[src/rtl/window_pkg.sv]
// Shared helpers for the K x K window generator: counter sizing, window-count
// arithmetic and the flattened window element index used by the MAC array.
package window_pkg;

    localparam int K_MIN = 2;
    localparam int K_MAX = 7;

    function automatic int cnt_w(input int n);
        return (n > 1) ? $clog2(n) : 1;
    endfunction

    // Windows along one dimension of a frame.
    function automatic int win_per_dim(input int img, input int k, input int s);
        return (img - k) / s + 1;
    endfunction

    // Coordinate of the last emit position along one dimension.
    function automatic int last_emit(input int img, input int k, input int s);
        return (k - 1) + ((img - k) / s) * s;
    endfunction

    function automatic int elem_idx(input int r, input int c, input int k);
        return r * k + c;
    endfunction

endpackage

[src/rtl/window_gen_kxk_line_delay.sv]
// One image row of pixel delay: the output is the pixel accepted exactly DEPTH
// enables earlier, i.e. the same column one row up.
module line_delay #(
    parameter int DATA_W = 8,
    parameter int DEPTH  = 32
) (
    input  logic              clk,
    input  logic              rst,
    input  logic              en,
    input  logic [DATA_W-1:0] din,
    output logic [DATA_W-1:0] dout
);

    logic [DATA_W-1:0] mem_q [DEPTH];
    logic [DATA_W-1:0] mem_d [DEPTH];

    always_comb begin
        mem_d = mem_q;
        if (en) begin
            mem_d[0] = din;
            for (int i = 1; i < DEPTH; i++) begin
                mem_d[i] = mem_q[i-1];
            end
        end
    end

    always_ff @(posedge clk or posedge rst) begin
        if (rst) begin
            for (int i = 0; i < DEPTH; i++) begin
                mem_q[i] <= '0;
            end
        end else begin
            mem_q <= mem_d;
        end
    end

    assign dout = mem_q[DEPTH-1];

endmodule

[src/rtl/window_gen_kxk.sv]
// K x K sliding-window generator: raster pixel stream in, one registered
// window per emit position out, with stride, end-of-frame and backpressure.
module window_gen_kxk
    import window_pkg::*;
#(
    parameter int DATA_W = 8,
    parameter int IMG_W  = 32,
    parameter int IMG_H  = 32,
    parameter int K      = 3,
    parameter int STRIDE = 1
) (
    input  logic                  clk,
    input  logic                  rst,
    input  logic                  in_valid,
    output logic                  in_ready,
    input  logic                  in_sof,
    input  logic [DATA_W-1:0]     pixel_in,
    output logic                  out_valid,
    input  logic                  out_ready,
    output logic                  out_last,
    output logic [K*K*DATA_W-1:0] win_out
);

    localparam int CW = cnt_w(IMG_W);
    localparam int RW = cnt_w(IMG_H);
    localparam int PW = cnt_w(STRIDE);
    localparam logic [CW-1:0] COL_MAX   = CW'(IMG_W - 1);
    localparam logic [CW-1:0] COL_FIRST = CW'(K - 1);
    localparam logic [CW-1:0] COL_LAST  = CW'(last_emit(IMG_W, K, STRIDE));
    localparam logic [RW-1:0] ROW_MAX   = RW'(IMG_H - 1);
    localparam logic [RW-1:0] ROW_FIRST = RW'(K - 1);
    localparam logic [RW-1:0] ROW_LAST  = RW'(last_emit(IMG_H, K, STRIDE));
    localparam logic [PW-1:0] PH_MAX    = PW'(STRIDE - 1);

    logic [CW-1:0] col_q, col_d, cur_col;
    logic [RW-1:0] row_q, row_d, cur_row;
    logic [PW-1:0] col_ph_q, col_ph_d, cur_col_ph;
    logic [PW-1:0] row_ph_q, row_ph_d, cur_row_ph;
    logic          out_valid_q, out_valid_d;
    logic          out_last_q, out_last_d;
    logic          accept, emit, is_last;

    logic [DATA_W-1:0] win_q [K][K];
    logic [DATA_W-1:0] win_d [K][K];
    logic [DATA_W-1:0] line_out [K-1];

    assign in_ready = !out_valid_q || out_ready;
    assign accept   = in_valid && in_ready;

    for (genvar i = 0; i < K-1; i++) begin : g_line
        logic [DATA_W-1:0] line_in;
        if (i == 0) begin : g_first
            assign line_in = pixel_in;
        end else begin : g_chain
            assign line_in = line_out[i-1];
        end
        line_delay #(.DATA_W(DATA_W), .DEPTH(IMG_W)) u_line (
            .clk  (clk),
            .rst  (rst),
            .en   (accept),
            .din  (line_in),
            .dout (line_out[i])
        );
    end

    // in_sof relocates the pixel being accepted to (0,0) with zero phases.
    always_comb begin
        cur_col    = in_sof ? '0 : col_q;
        cur_row    = in_sof ? '0 : row_q;
        cur_col_ph = in_sof ? '0 : col_ph_q;
        cur_row_ph = in_sof ? '0 : row_ph_q;
        emit    = (cur_col >= COL_FIRST) && (cur_row >= ROW_FIRST) &&
                  (cur_col_ph == '0) && (cur_row_ph == '0);
        is_last = emit && (cur_col == COL_LAST) && (cur_row == ROW_LAST);

        col_d    = col_q;
        row_d    = row_q;
        col_ph_d = col_ph_q;
        row_ph_d = row_ph_q;
        if (accept) begin
            row_d    = cur_row;
            row_ph_d = cur_row_ph;
            if (cur_col == COL_MAX) begin
                col_d    = '0;
                col_ph_d = '0;
                if (cur_row == ROW_MAX) begin
                    row_d    = '0;
                    row_ph_d = '0;
                end else begin
                    row_d    = cur_row + RW'(1);
                    row_ph_d = (cur_row < ROW_FIRST || cur_row_ph == PH_MAX) ?
                               '0 : cur_row_ph + PW'(1);
                end
            end else begin
                col_d    = cur_col + CW'(1);
                col_ph_d = (cur_col < COL_FIRST || cur_col_ph == PH_MAX) ?
                           '0 : cur_col_ph + PW'(1);
            end
        end
    end

    // The window register doubles as the output data register: it only moves
    // on an accept, and no accept happens while a window is stalled.
    always_comb begin
        win_d = win_q;
        if (accept) begin
            for (int r = 0; r < K; r++) begin
                for (int c = 0; c < K-1; c++) begin
                    win_d[r][c] = win_q[r][c+1];
                end
            end
            for (int r = 0; r < K-1; r++) begin
                win_d[r][K-1] = line_out[K-2-r];
            end
            win_d[K-1][K-1] = pixel_in;
        end
    end

    always_comb begin
        out_valid_d = out_valid_q;
        out_last_d  = out_last_q;
        if (accept) begin
            out_valid_d = emit;
            out_last_d  = is_last;
        end else if (out_ready) begin
            out_valid_d = 1'b0;
            out_last_d  = 1'b0;
        end
    end

    always_ff @(posedge clk or posedge rst) begin
        if (rst) begin
            col_q       <= '0;
            row_q       <= '0;
            col_ph_q    <= '0;
            row_ph_q    <= '0;
            out_valid_q <= 1'b0;
            out_last_q  <= 1'b0;
            for (int r = 0; r < K; r++) begin
                for (int c = 0; c < K; c++) begin
                    win_q[r][c] <= '0;
                end
            end
        end else begin
            col_q       <= col_d;
            row_q       <= row_d;
            col_ph_q    <= col_ph_d;
            row_ph_q    <= row_ph_d;
            out_valid_q <= out_valid_d;
            out_last_q  <= out_last_d;
            win_q       <= win_d;
        end
    end

    always_comb begin
        win_out = '0;
        for (int r = 0; r < K; r++) begin
            for (int c = 0; c < K; c++) begin
                win_out[elem_idx(r, c, K)*DATA_W +: DATA_W] = win_q[r][c];
            end
        end
    end

    assign out_valid = out_valid_q;
    assign out_last  = out_last_q;

endmodule
[config.mk]
export PLATFORM = sky130hd
export DESIGN_NAME = window_gen_kxk
export DESIGN_NICKNAME = d
export VERILOG_FILES = /design/src/rtl/window_pkg.sv /design/src/rtl/window_gen_kxk_line_delay.sv /design/src/rtl/window_gen_kxk.sv
export SDC_FILE = /design/constraint.sdc
export NUM_CORES = 1
export LEC_CHECK = 0
export CAP_MARGIN = 20
export CORE_AREA = 2 2 156 235
export CTS_CLUSTER_SIZE = 8
export DETAILED_ROUTE_END_ITERATION = 7
export DIE_AREA = 0 0 158 237
export GPL_TIMING_DRIVEN = 0
export HOLD_SLACK_MARGIN = 0.05
export MAX_ROUTING_LAYER = met4
export PLACE_DENSITY = 0.92
export SETUP_SLACK_MARGIN = 0.1
export SYNTH_ARGS = -nofsm -noshare
export SYNTH_HDL_FRONTEND = slang
export SYNTH_HIERARCHICAL = 1
export SYNTH_SLANG_ARGS = --single-unit
[constraint.sdc]
create_clock -name clk -period 21.7 [get_ports clk]
set_clock_uncertainty 0.05 [all_clocks]
set_input_delay 4.34 -clock clk [delete_from_list [all_inputs] [get_ports clk]]
set_output_delay 4.34 -clock clk [all_outputs]
set_load 0.02 [all_outputs]
==> flow_metrics.env, run 1 <==
export IMPL_clk_latency_ps=610
export IMPL_tns_ps=0
export IMPL_syn_avg_cell_area_um2=15.3
export IMPL_drive_gt1_share_pct=42.3
export IMPL_dr_pass1_iters=6
export IMPL_relSlewSlack_pct=48.6
export IMPL_ys_warnings_count=6
export IMPL_power_density_nw_per_um2=108
export IMPL_die_h_um=237
export IMPL_ys_seq_area_share_pct=65.6
export IMPL_synth_edf_count=0
export IMPL_setup_worst_path_start_class="input pin"
export IMPL_cts_inserted_buffers=84
export IMPL_clkTransAtPathRegs_ps=50
export IMPL_port_buffers=87
export IMPL_end_kind="primary output"
export IMPL_synth_top_cell_area_share_pct=65.6
export IMPL_grt_pass1_wl_um=76900
export IMPL_criticalPathCategory="in -> out"
export IMPL_holdPathEnd="win_out[29]"
export IMPL_nFillCells=1850
export IMPL_vias=12500
export IMPL_drv_slew=0
export IMPL_synth_cells=1486
export IMPL_synth_nets=1503
export IMPL_hold_class="reg -> reg"
export IMPL_num_io_pins=88
export IMPL_place_area_um2=24400
export IMPL_synth_ff_type="dfrtp_1"
export IMPL_grt_pass1_vias=14500
export IMPL_timing_max_cap_violations=0
export IMPL_cts_resized=0
export IMPL_crit_slowest_cell="clkdlybuf4s50_1"
export IMPL_min_from="win_out[29]"
export IMPL_outcome="finished, final reports clean"
export IMPL_ys_ff_latch=598
export IMPL_cts_max_level=3
export IMPL_antenna_found_initial=1
export IMPL_setup_viol=0
export IMPL_p_leak_nw=13.2
export IMPL_timing_fmax_mhz=99.7
export IMPL_cts_setup_buffers=0
export IMPL_clock_path_buffers=3
export IMPL_grt_use_total_pct=27.5
export IMPL_dp_cells=2055
export IMPL_row_count=85
export IMPL_worstSetupStartpoint="out_ready"
export IMPL_cpMostUsedCell="clkdlybuf4s50_1"
export IMPL_required_ps=17310
export IMPL_cts_root_buf="clkbuf_16"
export IMPL_post_route_util_pct=74.9
export IMPL_cts_sinks=598
export IMPL_synth_area_leaders="dfrtp_1, mux2_2, nand2_1"
export IMPL_final_area_um2=26600
export IMPL_ys_types=32
export IMPL_worstPathCellList="clkdlybuf4s50_1 > nand2b_4 > clkdlybuf4s50_1"
export IMPL_dp_slack_ps=11730
export IMPL_grt_overflow=0
export IMPL_drc=0
export IMPL_avgRoutedWirePerCell_um=22.0
export IMPL_reg2regPathDepth=7
export IMPL_nets=1680
export IMPL_postRouteAntennaNets=0
export IMPL_drt_initial_drc_count=830
export IMPL_min_period_ps=10030
export IMPL_tightest_slew_ps=771
export IMPL_ir_worst_vdd_v=0.000108
export IMPL_multiInputGateArea_um2=6990
export IMPL_initial_core_util_pct=64.2
export IMPL_worst_slack_ps=11670
export IMPL_drt_vias_per_instance=5.84
export IMPL_holdBufCountCts=0
export IMPL_crit_fanout=5
export IMPL_areaGrowthSynthToFinish_pct=16.8
export IMPL_critPathArrivalTime_ps=5640
export IMPL_synth_largest_area_cell="dfrtp_1"
export IMPL_rsz0062_at_grt="false"
export IMPL_finalHoldViolCount=0
export IMPL_rrSetupSlack_ps=19240
export IMPL_cpPeakStageDelay_ps=640
export IMPL_hold_depth=2
export IMPL_grt_max_degree=143
export IMPL_fin_cells=2147
export IMPL_rr_endpoint="g_line[0].u_line/mem_q[125]"
export IMPL_wl_um=47300
export IMPL_place_hpwl_um=27100
export IMPL_core_area_um2=35500
export IMPL_seq_area_um2=15000
export IMPL_die_area_um2=37400
export IMPL_ys_async_sr_fraction_pct=100
export IMPL_cts_tree="built"
export IMPL_die_w_um=158
export IMPL_gp_congestion=0.817
export IMPL_syn_cell_area_um2=22800
export IMPL_power_mw=2.89
export IMPL_holdWs_ps=429
export IMPL_r2r_start="out_valid"
export IMPL_post_route_period_util_pct=46.2
[cell usage in the layout, fill, tap and decap left out, drive strengths merged, types with 3 or more instances in the layout]
| master | synthesis | final |
|---|---|---|
| buf | 91 | 95 |
| o21ai | 8 | 8 |
| dfrtp | 598 | 598 |
| ha | 4 | 4 |
| nor2 | 3 | 3 |
| nand3 | 3 | 3 |
| clkdlybuf4s50 | 0 | 87 |
| and2 | 4 | 4 |
| inv | 5 | 8 |
| nand2 | 230 | 230 |
| nand2b | 3 | 3 |
| a21oi | 3 | 3 |
| clkbuf | 0 | 87 |
| mux2 | 512 | 512 |
| nor2b | 3 | 3 |
[registers in the layout (all words and copies together), names as in the netlist]
name                 cells
out_valid                1
win_out                 72
col_q                    5
g_line.u_line/mem_q    496
row_q                    5
out_last                 1
g_line.u_line/dout      16
row_ph_q                 1
col_ph_q                 1
[layer usage]
layer / GRT usage [%] / up-vias / routed length, um / part of all wire [%]
li1: - / 5373 / - / -
met1: 29.8 / 6539 / 16700 / 35
met2: 47.1 / 438 / 25900 / 55
met3: 5.69 / 191 / 2270 / 4.8
met4: 14.5 / 0 / 2470 / 5.2
met5: - / - / 0 / 0
[kinds of logic after synthesis]
logic type | count (synthesis) | share of synthesized area, %
adder cells (fa/ha/maj) | 4 | 0.220
multiplexers | 513 | 25.3
flip-flops | 598 | 65.6
AND/OR/NAND/NOR | 254 | 4.48
buffers and inverters | 96 | 3.73
AO/OA/AOI/OAI | 21 | 0.604
[critical path, delay by kind of cell]
kind	cells	cell delay (ps)
buffers and inverters	2	1130
AND/OR/NAND/NOR	1	170
[how the worst max path moves through the flow]
| stage | endpoint | slack [ps] | depth (start not counted) |
|---|---|---|---|
| after detailed placement | in_ready | 11730 | 3 |
| after global placement | g_line[1].u_line/mem_q[152] | 7780 | 2 |
| final | in_ready | 11670 | 3 |
| after global routing | in_ready | 11680 | 3 |
| after CTS | in_ready | 11680 | 3 |
| after floorplan | g_line[0].u_line/dout[0] | 10270 | 1 |
[final cells by class]
| cell class | count | area share, % |
|---|---|---|
| plain buffers | 91 | 3.12 |
| multi-input cells | 792 | 26.2 |
| diodes | 1 | 0.00940 |
| clock buffers | 87 | 8.14 |
| repair buffers | 91 | 3.68 |
| clock inverters | 4 | 0.212 |
| well taps | 478 | 2.25 |
| flip-flops and latches | 598 | 56.2 |
| inverters | 5 | 0.136 |
[cells in the mapped netlist (all sizes together), types with 2 or more instances]
cell type and instances:
a31oi 2, nand2b 3, a22o 2, nand3 3, mux2 512, buf 91, nor2 3, nand3b 2
or4 2, inv 5, dfrtp 598, nor2b 3, nand2 230, ha 4, o31ai 2, o21ai 8
nor3b 2, and2 4, a21oi 3
[report_power, final]
| part | switching [mW] | internal (mW) | leakage [nW] |
|---|---|---|---|
| Combinational | 0.131 | 0.185 | 4.23 |
| Sequential | 0.117 | 1.31 | 7.92 |
| Clock | 0.444 | 0.697 | 1.09 |
| Total | 0.692 | 2.19 | 13.2 |
No activity file was read; power rests on OpenSTA's default activity.
==> inputs of run 2 (changes only) <==
CORE_AREA = 2 2 170 255   (was 2 2 156 235)
DIE_AREA = 0 0 172 257   (was 0 0 158 237)
PLACE_DENSITY = 0.83   (was 0.92)
clock period = 8.3 ns   (was 21.7 ns; I/O delays follow)
==> run 2 against run 1 <==
  * Setup slack lost 8000 ps
  * Via count down 4.3%
  * Clock power increased to 2.6 times the previous value
  * Total power rose to 2.6 times the previous value
  * Critical path depth is the same
  * Count of clock-buffer cells in the layout did not move
  * Worst hold slack got worse by 6.2 ps
  * Design area increased by 1.1%
  * Largest power group unchanged
==> flow_metrics.env, run 2 (same netlist as run 1, synthesis figures left out) <==
export IMPL_outcome="finished, final reports clean"
export IMPL_power_density_nw_per_um2=277
export IMPL_end_kind="primary output"
export IMPL_grt_pass1_wl_um=70100
export IMPL_clock_path_buffers=3
export IMPL_mostFrequentLayoutCell="dfrtp_1"
export IMPL_core_area_um2=41900
export IMPL_ir_worst_vdd_v=0.000229
export IMPL_switching_share_pct=23.3
export IMPL_cts_inserted_buffers=84
export IMPL_gp_congestion=0.776
export IMPL_cts_sinks=598
export IMPL_cpMostUsedCell="clkdlybuf4s50_1"
export IMPL_drt_initial_drc_count=536
export IMPL_clkPwrFrac_pct=39.6
export IMPL_setup_viol=0
export IMPL_port_buffers=87
export IMPL_grt_max_degree=50
export IMPL_p_int_mw=5.73
export IMPL_grt_pass1_vias=13600
export IMPL_power_mw=7.46
export IMPL_hold_depth=2
export IMPL_p_leak_nw=13.3
export IMPL_cts_max_level=3
export IMPL_clk_latency_ps=600
export IMPL_areaGrowthSynthToFinish_pct=18.0
export IMPL_min_period_ps=4610
export IMPL_crit_fanout=5
export IMPL_place_hpwl_um=27100
export IMPL_rr_endpoint="g_line[0].u_line/mem_q[118]"
export IMPL_largest_reg_flops=496
export IMPL_drive_gt1_share_pct=42.5
export IMPL_worstPathCellList="clkdlybuf4s50_1 > nand2b_4 > clkdlybuf4s50_1"
export IMPL_required_ps=6590
export IMPL_setup_worst_path_start_class="input pin"
export IMPL_grt_overflow=0
export IMPL_worstSetupStartpoint="out_ready"
export IMPL_antenna_found_initial=1
export IMPL_timing_max_cap_violations=0
export IMPL_criticalPathCategory="in -> out"
export IMPL_final_cell_mix="dfrtp_1, mux2_2, nand2_1"
export IMPL_grt_use_total_pct=20.8
export IMPL_tightest_slew_ps=619
export IMPL_timing_fmax_mhz=217
export IMPL_cts_root_buf="clkbuf_16"
export IMPL_nets=1690
export IMPL_rrSetupSlack_ps=5890
export IMPL_reg2regPathDepth=7
export IMPL_row_count=92
export IMPL_num_io_pins=88
export IMPL_regMostFlops="g_line.u_line/mem_q"
export IMPL_avgRoutedWirePerCell_um=18.8
export IMPL_post_route_period_util_pct=55.6
export IMPL_dp_cells=2151
export IMPL_relSlewSlack_pct=58.7
export IMPL_drt_vias_per_instance=5.35
export IMPL_hold_class="reg -> reg"
export IMPL_postRouteAntennaNets=0
export IMPL_clkTransAtPathRegs_ps=50
export IMPL_die_area_um2=44200
export IMPL_holdBufCountCts=0
export IMPL_min_from="win_out[27]"
export IMPL_switching_power_mw=1.74
export IMPL_drv_slew=0
export IMPL_die_h_um=257
export IMPL_vias=12000
export IMPL_pwr_share_comb_pct=10.7
export IMPL_cts_tree="built"
export IMPL_die_w_um=172
export IMPL_finalHoldViolCount=0
export IMPL_r2r_start="out_valid"
export IMPL_fin_cells=2244
export IMPL_pwr_share_seq_pct=49.7
export IMPL_rsz0062_at_grt="false"
export IMPL_holdPathEnd="win_out[27]"
export IMPL_initial_core_util_pct=54.4
export IMPL_drc=0
export IMPL_cpPeakStageDelay_ps=610
export IMPL_crit_slowest_cell="clkdlybuf4s50_1"
export IMPL_cts_setup_buffers=0
export IMPL_cts_resized=0
export IMPL_wl_um=42300
export IMPL_critPathArrivalTime_ps=2900
export IMPL_dr_pass1_iters=4
export IMPL_tns_ps=0
[run 2: cell type report]
class                   instances  area [um2]
fillers                      2869       15000
clock buffers                  87        2130
multi-input cells             792        6990
repair buffers                101        1170
flip-flops and latches        598       15000
diodes                          1        2.50
plain buffers                  91         831
well taps                     564         706
inverters                       5        28.8
clock inverters                 5        95.1
[run 2: worst max-delay path by stage]
stage / depth (start not counted) / end
finish: 3 / in_ready
global route: 3 / in_ready
CTS: 3 / in_ready
detailed placement: 3 / in_ready
global placement: 2 / g_line[1].u_line/mem_q[120]
floorplan: 1 / g_line[0].u_line/dout[0]
[run 2: layer usage]
layer | vias up | GRT usage [%] | wire length [um] | part of all wire, %
met4 | 0 | 8.24 | 1210 | 2.9
met2 | 208 | 36.9 | 23600 | 56
li1 | 5398 | - | - | -
met5 | - | - | 0 | 0
met1 | 6294 | 22.4 | 15600 | 37
met3 | 97 | 4.46 | 1810 | 4.3
[run 2: power by group through the flow]
stage | sequential, mW | combinational, mW | clock (mW)
6_report | 3.71 | 0.801 | 2.95
5_1_grt | 3.77 | 0.878 | 3.14
4_1_cts | 3.71 | 0.820 | 3.02
3_5_place_dp | 3.74 | 0.798 | 0
3_3_place_gp | 3.71 | 0.739 | 0
2_1_floorplan | 3.65 | 0.622 | 0
[run 2: metrics by stage]
stage	utilization, %	setup slack (ps)	hold slack (ps)	instance area (um2)
floorplan	-	3220	405	22800
global placement	58.2	1580	411	24400
detailed placement	58.9	3690	412	24700
CTS	64.2	3690	424	26900
global route	64.2	3670	441	26900
finish	64.2	3690	423	26900
[run 2: critical path, delay by kind of cell]
family / cells / cell delay [ps]
buffers and inverters: 2 / 1090
and+or+nand+nor: 1 / 160
==> inputs of run 3 (changes only) <==
clock period = 4.1 ns   (was 8.3 ns; I/O delays follow)
==> results of run 3 <==
Same layout as run 2 (identical final DEF). Status: finished, final reports clean.
Among the figures that moved: setup slack after placement 3690 ps -> 791 ps; setup slack after layout 3690 ps -> 1170 ps; register-to-register setup slack 5890 ps -> 1690 ps; total power 7.46 mW -> 15.1 mW; worst IR drop on VDD 0.000229 V -> 0.000463 V
